==> src/rtl/n100_irq_sync_if.sv <==
// n100_irq_sync_if: interrupt/event lines, core handshakes and synchronized results.
`default_nettype none

interface n100_irq_sync_if #(
  parameter int CNT_W = 8
);
  logic             dbg_irq_a;
  logic             nmi_a;
  logic             tmr_irq_a;
  logic             sft_irq_a;
  logic             ext_irq_a;
  logic             rx_evt_a;
  logic             dbg_ack;
  logic             nmi_ack;
  logic             core_wfi;
  logic [2:0]       mie_mask;
  logic             tmr_irq;
  logic             sft_irq;
  logic             ext_irq;
  logic             dbg_pend;
  logic             nmi_pend;
  logic             rx_evt_pend;
  logic             wfi_wake;
  logic [CNT_W-1:0] evt_cnt;

  modport master (
    output dbg_irq_a, nmi_a, tmr_irq_a, sft_irq_a, ext_irq_a, rx_evt_a,
    output dbg_ack, nmi_ack, core_wfi, mie_mask,
    input  tmr_irq, sft_irq, ext_irq, dbg_pend, nmi_pend, rx_evt_pend,
    input  wfi_wake, evt_cnt
  );

  modport slave (
    input  dbg_irq_a, nmi_a, tmr_irq_a, sft_irq_a, ext_irq_a, rx_evt_a,
    input  dbg_ack, nmi_ack, core_wfi, mie_mask,
    output tmr_irq, sft_irq, ext_irq, dbg_pend, nmi_pend, rx_evt_pend,
    output wfi_wake, evt_cnt
  );
endinterface

`default_nettype wire

==> src/rtl/n100_irq_sync.sv <==
//==============================================================================
// Module      : n100_irq_sync
// Description : Interrupt synchronizer, edge latch, event counter and WFI wake
//               FSM. Define N100_IRQ_SYNC_2FF_EN for a two-flop synchronizer.
// Revision    : 1.0
//==============================================================================
`default_nettype none

module n100_irq_sync #(
  parameter int CNT_W = 8
) (
  input  logic            clk,
  input  logic            rst_n,
  n100_irq_sync_if.slave  bus
);

`ifdef N100_IRQ_SYNC_2FF_EN
  localparam int SYNC_DEPTH = 2;
`else
  localparam int SYNC_DEPTH = 1;
`endif
  localparam logic [1:0] WARM_MAX = 2'(SYNC_DEPTH + 1);

  localparam int IDX_DBG = 0;
  localparam int IDX_NMI = 1;
  localparam int IDX_TMR = 2;
  localparam int IDX_SFT = 3;
  localparam int IDX_EXT = 4;
  localparam int IDX_RX  = 5;

  typedef enum logic [1:0] {
    ST_IDLE  = 2'd0,
    ST_SLEEP = 2'd1,
    ST_WAKE  = 2'd2
  } state_t;

  logic [5:0]       w_async;
  logic [5:0]       r_sync [SYNC_DEPTH];
  logic [5:0]       w_lvl;
  logic [2:0]       r_hist;
  logic [1:0]       r_warm;
  logic             w_warm_done;
  logic             w_dbg_edge;
  logic             w_nmi_edge;
  logic             w_rx_edge;
  logic             r_dbg_pend;
  logic             r_nmi_pend;
  logic             r_rx_pend;
  logic [CNT_W-1:0] r_cnt;
  logic [CNT_W:0]   w_cnt_sum;
  logic [1:0]       w_cnt_inc;
  state_t           r_state;
  state_t           w_next_state;
  logic             r_wfi_block;
  logic [2:0]       w_irq_lvl;
  logic             w_wake_cond;

  assign w_async = {bus.rx_evt_a, bus.ext_irq_a, bus.sft_irq_a,
                    bus.tmr_irq_a, bus.nmi_a, bus.dbg_irq_a};

  for (genvar g = 0; g < SYNC_DEPTH; g++) begin : g_sync_stage
    if (g == 0) begin : g_first
      always_ff @(posedge clk or negedge rst_n) begin
        if (!rst_n) r_sync[g] <= '0;
        else        r_sync[g] <= w_async;
      end
    end else begin : g_next
      always_ff @(posedge clk or negedge rst_n) begin
        if (!rst_n) r_sync[g] <= '0;
        else        r_sync[g] <= r_sync[g-1];
      end
    end
  end

  assign w_lvl = r_sync[SYNC_DEPTH-1];

  // Edges are suppressed until the history flop holds a real post-reset
  // sample, so a line already high at release is never reported as an edge.
  always_ff @(posedge clk or negedge rst_n) begin
    if (!rst_n) begin
      r_hist <= '0;
      r_warm <= '0;
    end else begin
      r_hist <= {w_lvl[IDX_RX], w_lvl[IDX_NMI], w_lvl[IDX_DBG]};
      if (!w_warm_done) r_warm <= r_warm + 2'd1;
    end
  end

  assign w_warm_done = (r_warm == WARM_MAX);
  assign w_dbg_edge  = w_warm_done & w_lvl[IDX_DBG] & ~r_hist[0];
  assign w_nmi_edge  = w_warm_done & w_lvl[IDX_NMI] & ~r_hist[1];
  assign w_rx_edge   = w_warm_done & w_lvl[IDX_RX]  & ~r_hist[2];

  assign w_cnt_inc = {1'b0, w_nmi_edge} + {1'b0, w_dbg_edge};
  assign w_cnt_sum = {1'b0, r_cnt} + (CNT_W+1)'(w_cnt_inc);

  always_ff @(posedge clk or negedge rst_n) begin
    if (!rst_n) begin
      r_dbg_pend <= 1'b0;
      r_nmi_pend <= 1'b0;
      r_rx_pend  <= 1'b0;
      r_cnt      <= '0;
    end else begin
      if (w_dbg_edge)       r_dbg_pend <= 1'b1;
      else if (bus.dbg_ack) r_dbg_pend <= 1'b0;
      if (w_nmi_edge)       r_nmi_pend <= 1'b1;
      else if (bus.nmi_ack) r_nmi_pend <= 1'b0;
      if (w_rx_edge)              r_rx_pend <= 1'b1;
      else if (r_state == ST_WAKE) r_rx_pend <= 1'b0;
      if (w_cnt_sum[CNT_W]) r_cnt <= '1;
      else                  r_cnt <= w_cnt_sum[CNT_W-1:0];
    end
  end

  // mie_mask is {meie, mtie, msie}
  assign w_irq_lvl   = {w_lvl[IDX_EXT], w_lvl[IDX_TMR], w_lvl[IDX_SFT]};
  assign w_wake_cond = r_nmi_pend | r_dbg_pend | r_rx_pend |
                       (|(w_irq_lvl & bus.mie_mask));

  always_ff @(posedge clk or negedge rst_n) begin
    if (!rst_n) begin
      r_state     <= ST_IDLE;
      r_wfi_block <= 1'b0;
    end else begin
      r_state <= w_next_state;
      if (r_state == ST_WAKE) r_wfi_block <= 1'b1;
      else if (!bus.core_wfi) r_wfi_block <= 1'b0;
    end
  end

  // A WAKE blocks re-entry to SLEEP until core_wfi has been seen low.
  always_comb begin
    w_next_state = r_state;
    case (r_state)
      ST_IDLE: begin
        if (bus.core_wfi && !r_wfi_block) w_next_state = ST_SLEEP;
      end
      ST_SLEEP: begin
        if (w_wake_cond)        w_next_state = ST_WAKE;
        else if (!bus.core_wfi) w_next_state = ST_IDLE;
      end
      ST_WAKE: w_next_state = ST_IDLE;
      default: w_next_state = ST_IDLE;
    endcase
  end

  assign bus.tmr_irq     = w_lvl[IDX_TMR];
  assign bus.sft_irq     = w_lvl[IDX_SFT];
  assign bus.ext_irq     = w_lvl[IDX_EXT];
  assign bus.dbg_pend    = r_dbg_pend;
  assign bus.nmi_pend    = r_nmi_pend;
  assign bus.rx_evt_pend = r_rx_pend;
  assign bus.wfi_wake    = (r_state == ST_WAKE);
  assign bus.evt_cnt     = r_cnt;

endmodule

`default_nettype wire

==> src/flat_wrapper.sv <==
// flat-port wrapper written by rule: the top's interface ports become plain ports
module n100_irq_sync_flat 
#(
  parameter int CNT_W = 8
)
  (clk, rst_n, bus_dbg_irq_a, bus_nmi_a, bus_tmr_irq_a, bus_sft_irq_a, bus_ext_irq_a, bus_rx_evt_a, bus_dbg_ack, bus_nmi_ack, bus_core_wfi, bus_mie_mask, bus_tmr_irq, bus_sft_irq, bus_ext_irq, bus_dbg_pend, bus_nmi_pend, bus_rx_evt_pend, bus_wfi_wake, bus_evt_cnt);
  n100_irq_sync_if #(.CNT_W(CNT_W)) bus_i ();
  input  logic clk;
  input  logic rst_n;
  input wire logic [$bits(bus_i.dbg_irq_a)-1:0] bus_dbg_irq_a;
  input wire logic [$bits(bus_i.nmi_a)-1:0] bus_nmi_a;
  input wire logic [$bits(bus_i.tmr_irq_a)-1:0] bus_tmr_irq_a;
  input wire logic [$bits(bus_i.sft_irq_a)-1:0] bus_sft_irq_a;
  input wire logic [$bits(bus_i.ext_irq_a)-1:0] bus_ext_irq_a;
  input wire logic [$bits(bus_i.rx_evt_a)-1:0] bus_rx_evt_a;
  input wire logic [$bits(bus_i.dbg_ack)-1:0] bus_dbg_ack;
  input wire logic [$bits(bus_i.nmi_ack)-1:0] bus_nmi_ack;
  input wire logic [$bits(bus_i.core_wfi)-1:0] bus_core_wfi;
  input wire logic [$bits(bus_i.mie_mask)-1:0] bus_mie_mask;
  output wire logic [$bits(bus_i.tmr_irq)-1:0] bus_tmr_irq;
  output wire logic [$bits(bus_i.sft_irq)-1:0] bus_sft_irq;
  output wire logic [$bits(bus_i.ext_irq)-1:0] bus_ext_irq;
  output wire logic [$bits(bus_i.dbg_pend)-1:0] bus_dbg_pend;
  output wire logic [$bits(bus_i.nmi_pend)-1:0] bus_nmi_pend;
  output wire logic [$bits(bus_i.rx_evt_pend)-1:0] bus_rx_evt_pend;
  output wire logic [$bits(bus_i.wfi_wake)-1:0] bus_wfi_wake;
  output wire logic [$bits(bus_i.evt_cnt)-1:0] bus_evt_cnt;
  assign bus_i.dbg_irq_a = bus_dbg_irq_a;
  assign bus_i.nmi_a = bus_nmi_a;
  assign bus_i.tmr_irq_a = bus_tmr_irq_a;
  assign bus_i.sft_irq_a = bus_sft_irq_a;
  assign bus_i.ext_irq_a = bus_ext_irq_a;
  assign bus_i.rx_evt_a = bus_rx_evt_a;
  assign bus_i.dbg_ack = bus_dbg_ack;
  assign bus_i.nmi_ack = bus_nmi_ack;
  assign bus_i.core_wfi = bus_core_wfi;
  assign bus_i.mie_mask = bus_mie_mask;
  assign bus_tmr_irq = bus_i.tmr_irq;
  assign bus_sft_irq = bus_i.sft_irq;
  assign bus_ext_irq = bus_i.ext_irq;
  assign bus_dbg_pend = bus_i.dbg_pend;
  assign bus_nmi_pend = bus_i.nmi_pend;
  assign bus_rx_evt_pend = bus_i.rx_evt_pend;
  assign bus_wfi_wake = bus_i.wfi_wake;
  assign bus_evt_cnt = bus_i.evt_cnt;
  n100_irq_sync #(.CNT_W(CNT_W)) u_core (.clk(clk), .rst_n(rst_n), .bus(bus_i));
endmodule
==> config.mk <==
export PLATFORM = sky130hd
export DESIGN_NAME = n100_irq_sync_flat
export DESIGN_NICKNAME = d
export VERILOG_FILES = /design/src/rtl/n100_irq_sync_if.sv /design/src/rtl/n100_irq_sync.sv /design/src/flat_wrapper.sv
export SDC_FILE = /design/constraint.sdc
export NUM_CORES = 1
export LEC_CHECK = 0
export BUFFER_PORTS_ARGS = -buffer_cell sky130_fd_sc_hd__buf_2
export CAP_MARGIN = 20
export CORE_MARGIN = 5
export CORE_UTILIZATION = 26
export CTS_CLUSTER_SIZE = 16
export DETAILED_ROUTE_END_ITERATION = 8
export SYNTH_ARGS = -nofsm -noshare
export SYNTH_HDL_FRONTEND = slang
export SYNTH_SLANG_ARGS = --single-unit
==> constraint.sdc <==
create_clock -name clk -period 3.3 [get_ports clk]
set_clock_uncertainty 0.1 [all_clocks]
set_input_delay 0.66 -clock clk [delete_from_list [all_inputs] [get_ports clk]]
set_output_delay 0.66 -clock clk [all_outputs]
set_load 0.05 [all_outputs]
# Yosys cells after proc, flatten, opt, wreduce, memory -nomap -nowiden
# Cells that the tools add are included.
# word_totals
ff_bits,25
input_bits,14
out_inout_bits,15
elab_cells,52
# op_classes
addsub,3
eq_ne,6
n_mux,13
n_bitwise,13
n_reduce_logical,8
# ops
cell,count
8-bit by 2-bit adder with 9-bit output,1
1-bit two-way mux,8
8-bit two-way mux,1
1-bit bitwise AND,6
2-bit two-way mux,3
2-bit nonzero test,3
2-bit == test (second input constant),2
2-bit by 1-bit != test with 1-bit output (second input constant),2
2-bit case mux with 2 select lines,1
3-bit bitwise AND,1
3-bit by 2-bit != test with 1-bit output (second input constant),1
1-bit NOT,3
1-bit bitwise OR,3
3-bit OR reduction,1
1-bit by 1-bit adder with 2-bit output,1
2-bit by 1-bit adder with 2-bit output (second input constant),1
2-bit by 1-bit == test with 1-bit output (second input constant),1
2-bit zero test,1
2-bit AND reduction,1
1-bit logical AND,1
1-bit zero test,1

# Logic depth before layout (Yosys ltp)
# depth
word_depth,6
mapped_depth,8
ltp_nobuf,7

# Worst setup path before layout
# No wires, ideal clock.
# synth_timing
path_kind,flip-flop to flip-flop
from,register u_core.r_warm[0]
to,register u_core.r_cnt[6] (netlist: u_core.bus.evt_cnt[6])
setup_time_ps,125
arrival_time_ps,2033
required_ps,3075
slack_ps,1042
stages_incl_launch_ff,9
n_path_buf,1
synth_period_minus_slack_ps,2258
path_cell_list,dfrtp_1 -> inv_1 -> ha_1 -> nand3b_1 -> fa_1 -> and4b_1 -> buf_6 -> and3_4 -> mux2_4
# synth_between
elab_chain_len,6
word_cells_on_any_way,8
cone_classes,add/sub (2); eq/ne (1); mux (1); bitwise (4)
# synth_rtl
item,line,text
start: declaration,n100_irq_sync.sv:41,logic [1:0] r_warm;
start signal: assignment,n100_irq_sync.sv:85,if (!w_warm_done) r_warm <= r_warm + 2'd1;
2-bit == test *,n100_irq_sync.sv:89,assign w_warm_done = (r_warm == WARM_MAX);
1-bit bitwise AND (on tied branches) (2 in series),"n100_irq_sync.sv:91, n100_irq_sync.sv:90",
1-bit by 1-bit adder with 2-bit output *,n100_irq_sync.sv:94,"assign w_cnt_inc = {1'b0, w_nmi_edge} + {1'b0, w_dbg_edge};"
8-bit by 2-bit adder with 9-bit output *,n100_irq_sync.sv:95,"assign w_cnt_sum = {1'b0, r_cnt} + (CNT_W+1)'(w_cnt_inc);"
8-bit two-way mux *,n100_irq_sync.sv:110,if (w_cnt_sum[CNT_W]) r_cnt <= '1;
end signal: assignment,n100_irq_sync.sv:111,else r_cnt <= w_cnt_sum[CNT_W-1:0];
end: declaration,n100_irq_sync.sv:49,logic [CNT_W-1:0] r_cnt;
# Every way passes the cells marked *; elsewhere a longest branch is shown, timed or not.
# A chain may end at the register's enable or synchronous reset.

# Worst setup path in the final report
# Ends and elaborated chain as after synthesis.

==> flow_metrics.env <==
export IMPL_gp_congestion=0.725
export IMPL_grt_max_degree=26
export IMPL_run_status="complete, no violations"
export IMPL_vias_per_cell=4.13
export IMPL_syn_area_um2=938
export IMPL_numPortBuffers=28
export IMPL_ios=29
export IMPL_die_w_um=70.1
export IMPL_htree_levels=1
export IMPL_grt_usage_pct=7.51
export IMPL_path_cells="inv_1 -> ha_1 -> nand3b_1 -> fa_1 -> and4b_1 -> and3_4 -> mux2_4"
export IMPL_tns_ns=0
export IMPL_synthXorXnorAreaFrac_pct=2.80
export IMPL_layout_common_cells="buf_2 (28), dfrtp_1 (25), nand2_1 (8)"
export IMPL_first_pass_iters=4
export IMPL_rows=21
export IMPL_powerDensity_nw_per_um2=821
export IMPL_drt_drc_violations_left=0
export IMPL_critical_path_class="register to register"
export IMPL_hold_viol=0
export IMPL_post_synth_top_area_fraction_pct=66.7
export IMPL_hp_class="input pin to async pin"
export IMPL_cts_buffers=3
export IMPL_cts_max_path_buffers=2
export IMPL_place_hpwl_mm=1.35
export IMPL_synth_nets=89
export IMPL_fill_cells=355
export IMPL_tightest_slew_ns=0.531
export IMPL_netlist_instances=73
export IMPL_avgSynthCellArea_um2=12.9
export IMPL_antenna_found_initial=0
export IMPL_post_drt_wl_per_cell_um=11.4
export IMPL_die_area_um2=4910
export IMPL_path_clk_slew_ns=0.12
export IMPL_finalSetupViolations=0
export IMPL_grt_pass1_wl_mm=2.91
export IMPL_synth_largest_area_cell="dfrtp_1"
export IMPL_start_kind="register"
export IMPL_routed_wl_mm=1.71
export IMPL_ys_warn_count=0
export IMPL_post_cts_resized=0
export IMPL_required_ns=3.41
export IMPL_synth_mux_area_share_pct=1.60
export IMPL_synth_seq_cells=25
export IMPL_cts_root_buf="clkbuf_4"
export IMPL_core_area_um2=3420
export IMPL_rsz0062_at_grt="false"
export IMPL_cp_slowest_stage_delay_ns=0.43
export IMPL_power_leakage_nw=0.583
export IMPL_start_util_pct=27.5
export IMPL_synth_fa_ha_area_share_pct=3.47
export IMPL_synth_top_family_by_area="simple AND/OR/NAND/NOR gates"
export IMPL_ir_worst_vdd_mv=0.242
export IMPL_pre_cts_ws_ns=0.898
export IMPL_numClockSinks=25
export IMPL_diodes=0
export IMPL_drtAntennaViolNets=0
export IMPL_arrival_ns=2.51
export IMPL_grt_pass1_vias=651
export IMPL_area_growth_synth_to_final_pct=22.8
export IMPL_num_vias=619
export IMPL_max_cap_violations=0
export IMPL_clock_latency_ns=0.31
export IMPL_drt_iter0_drc=27
export IMPL_synth_area_leaders="dfrtp_1 (67%), o21ai_0 (3.2%), nand2_1 (3.2%), xnor2_1 (2.8%), fa_1 (2.1%)"
export IMPL_die_y_um=70.1
export IMPL_yosysSeqAreaShare_pct=66.7
export IMPL_fmax_mhz=416
export IMPL_synth_compound_area_share_pct=8.00
export IMPL_cp_end_kind="register"
export IMPL_path_max_fanout=6
export IMPL_cts_tree="done"
export IMPL_cts_hold_buf=0
export IMPL_finalMaxSlewViolations=0
export IMPL_synth_simple_gate_area_share_pct=14.3
export IMPL_gr_total_overflow=0
export IMPL_crit_slowest_cell="fa_1"
export IMPL_drive_above_1_share_pct=32.7
export IMPL_synth_distinct_cells=24
export IMPL_min_period_over_period_pct=72.8
export IMPL_slew_limit_headroom_pct=64.6
export IMPL_postCtsSetupRepairBufs=0
export IMPL_postLayoutSetupSlackWorst_ns=0.897
export IMPL_nNetsFinal=121
export IMPL_fin_crit_ns=2.40
export IMPL_layout_commonest_cell="buf_2"
export IMPL_worstRegToRegCells=7
## power breakdown
group          internal (mW)  leakage [nW]  total, mW  switching, mW
registers              0.375         0.299      0.432         0.0573
clock network         0.0453        0.0177      0.128         0.0830
logic                  0.104         0.265      0.386          0.282
## worst max-delay path: cells and delay by family, from the launching register on
kind,cells,cell delay (ns)
simple gates,3,0.75
mux,1,0.29
buf+inv,1,0.06
flops,1,0.41
fa+ha+maj,2,0.69
## logic make-up after synthesis
| logic type | count (synthesis) |
|---|---|
| mux | 1 |
| xor+xnor | 3 |
| simple gates | 23 |
| compound gates | 13 |
| buf+inv | 6 |
| flops | 25 |
| fa+ha+maj | 2 |
## cells in the mapped netlist (all sizes together)
cell type / count
xnor2: 3
a31oi: 2
mux2: 1
o21ai: 6
fa: 1
nor3: 1
a21o: 1
nor3b: 1
nand3b: 2
and2b: 1
and2: 1
nand2: 8
nor2b: 2
nand4: 1
dfrtp: 25
and4b: 1
a21oi: 3
nand2b: 3
buf: 1
inv: 5
a222oi: 1
and3: 1
ha: 1
nor2: 1
## per-layer routing
layer / global-route usage, % / vias up / part of all wire (%)
met5: 0 / - / 0
met3: 2.30 / 5 / 7.1
met1: 8.68 / 285 / 44
met4: 4.47 / 0 / 3.0
li1: - / 308 / -
met2: 12.2 / 21 / 46
## path summary, 6_finish.rpt
| kind | startpoint | endpoint | slack, ns |
|---|---|---|---|
| min reg2reg | u_core.r_sync[5] | u_core.r_hist[2] | 0.29 |
| min in group clk | u_core.r_sync[5] | u_core.r_hist[2] | 0.29 |
| max in group asynchronous | rst_n | u_core.r_sync[1] | 2.54 |
| max | u_core.r_warm[0] | u_core.bus.evt_cnt[6] | 0.90 |
| min | rst_n | u_core.bus.evt_cnt[1] | 0.21 |
| max reg2reg | u_core.r_warm[0] | u_core.bus.evt_cnt[6] | 0.90 |
## area by class of cell
class | instances | area [µm²] | area share, %
Tap cell | 46 | 57.6 | 4.99
Multi-Input combinational cell | 42 | 283 | 24.5
Clock inverter | 1 | 5.00 | 0.434
Timing Repair Buffer | 28 | 140 | 12.2
Clock buffer | 3 | 22.5 | 1.95
Sequential cell | 25 | 626 | 54.3
Inverter | 5 | 18.8 | 1.63
## registers in the layout (all words and copies together) (netlist names)
name / cells
u_core.bus.dbg_pend: 1
u_core.bus.evt_cnt: 8
u_core.bus.nmi_pend: 1
u_core.r_hist: 3
u_core.r_sync: 6
u_core.bus.rx_evt_pend: 1
u_core.r_wfi_block: 1
u_core.r_warm: 2
u_core.r_state: 2
## through the flow
| step | instances | instance area [µm²] | utilization (%) | total power, mW | hold WS (ns) |
|---|---|---|---|---|---|
| floorplan | 73 | 938 | - | 0.731 | 0.254 |
| global placement | 146 | 1120 | 32.9 | 0.825 | 0.264 |
| detailed placement | 146 | 1120 | 32.9 | 0.831 | 0.266 |
| CTS | 150 | 1150 | 33.7 | 0.965 | 0.218 |
| global route | 150 | 1150 | 33.7 | 1.01 | 0.237 |
| finish | 150 | 1150 | 33.7 | 0.946 | 0.211 |
No activity file was read; power rests on OpenSTA's default activity.
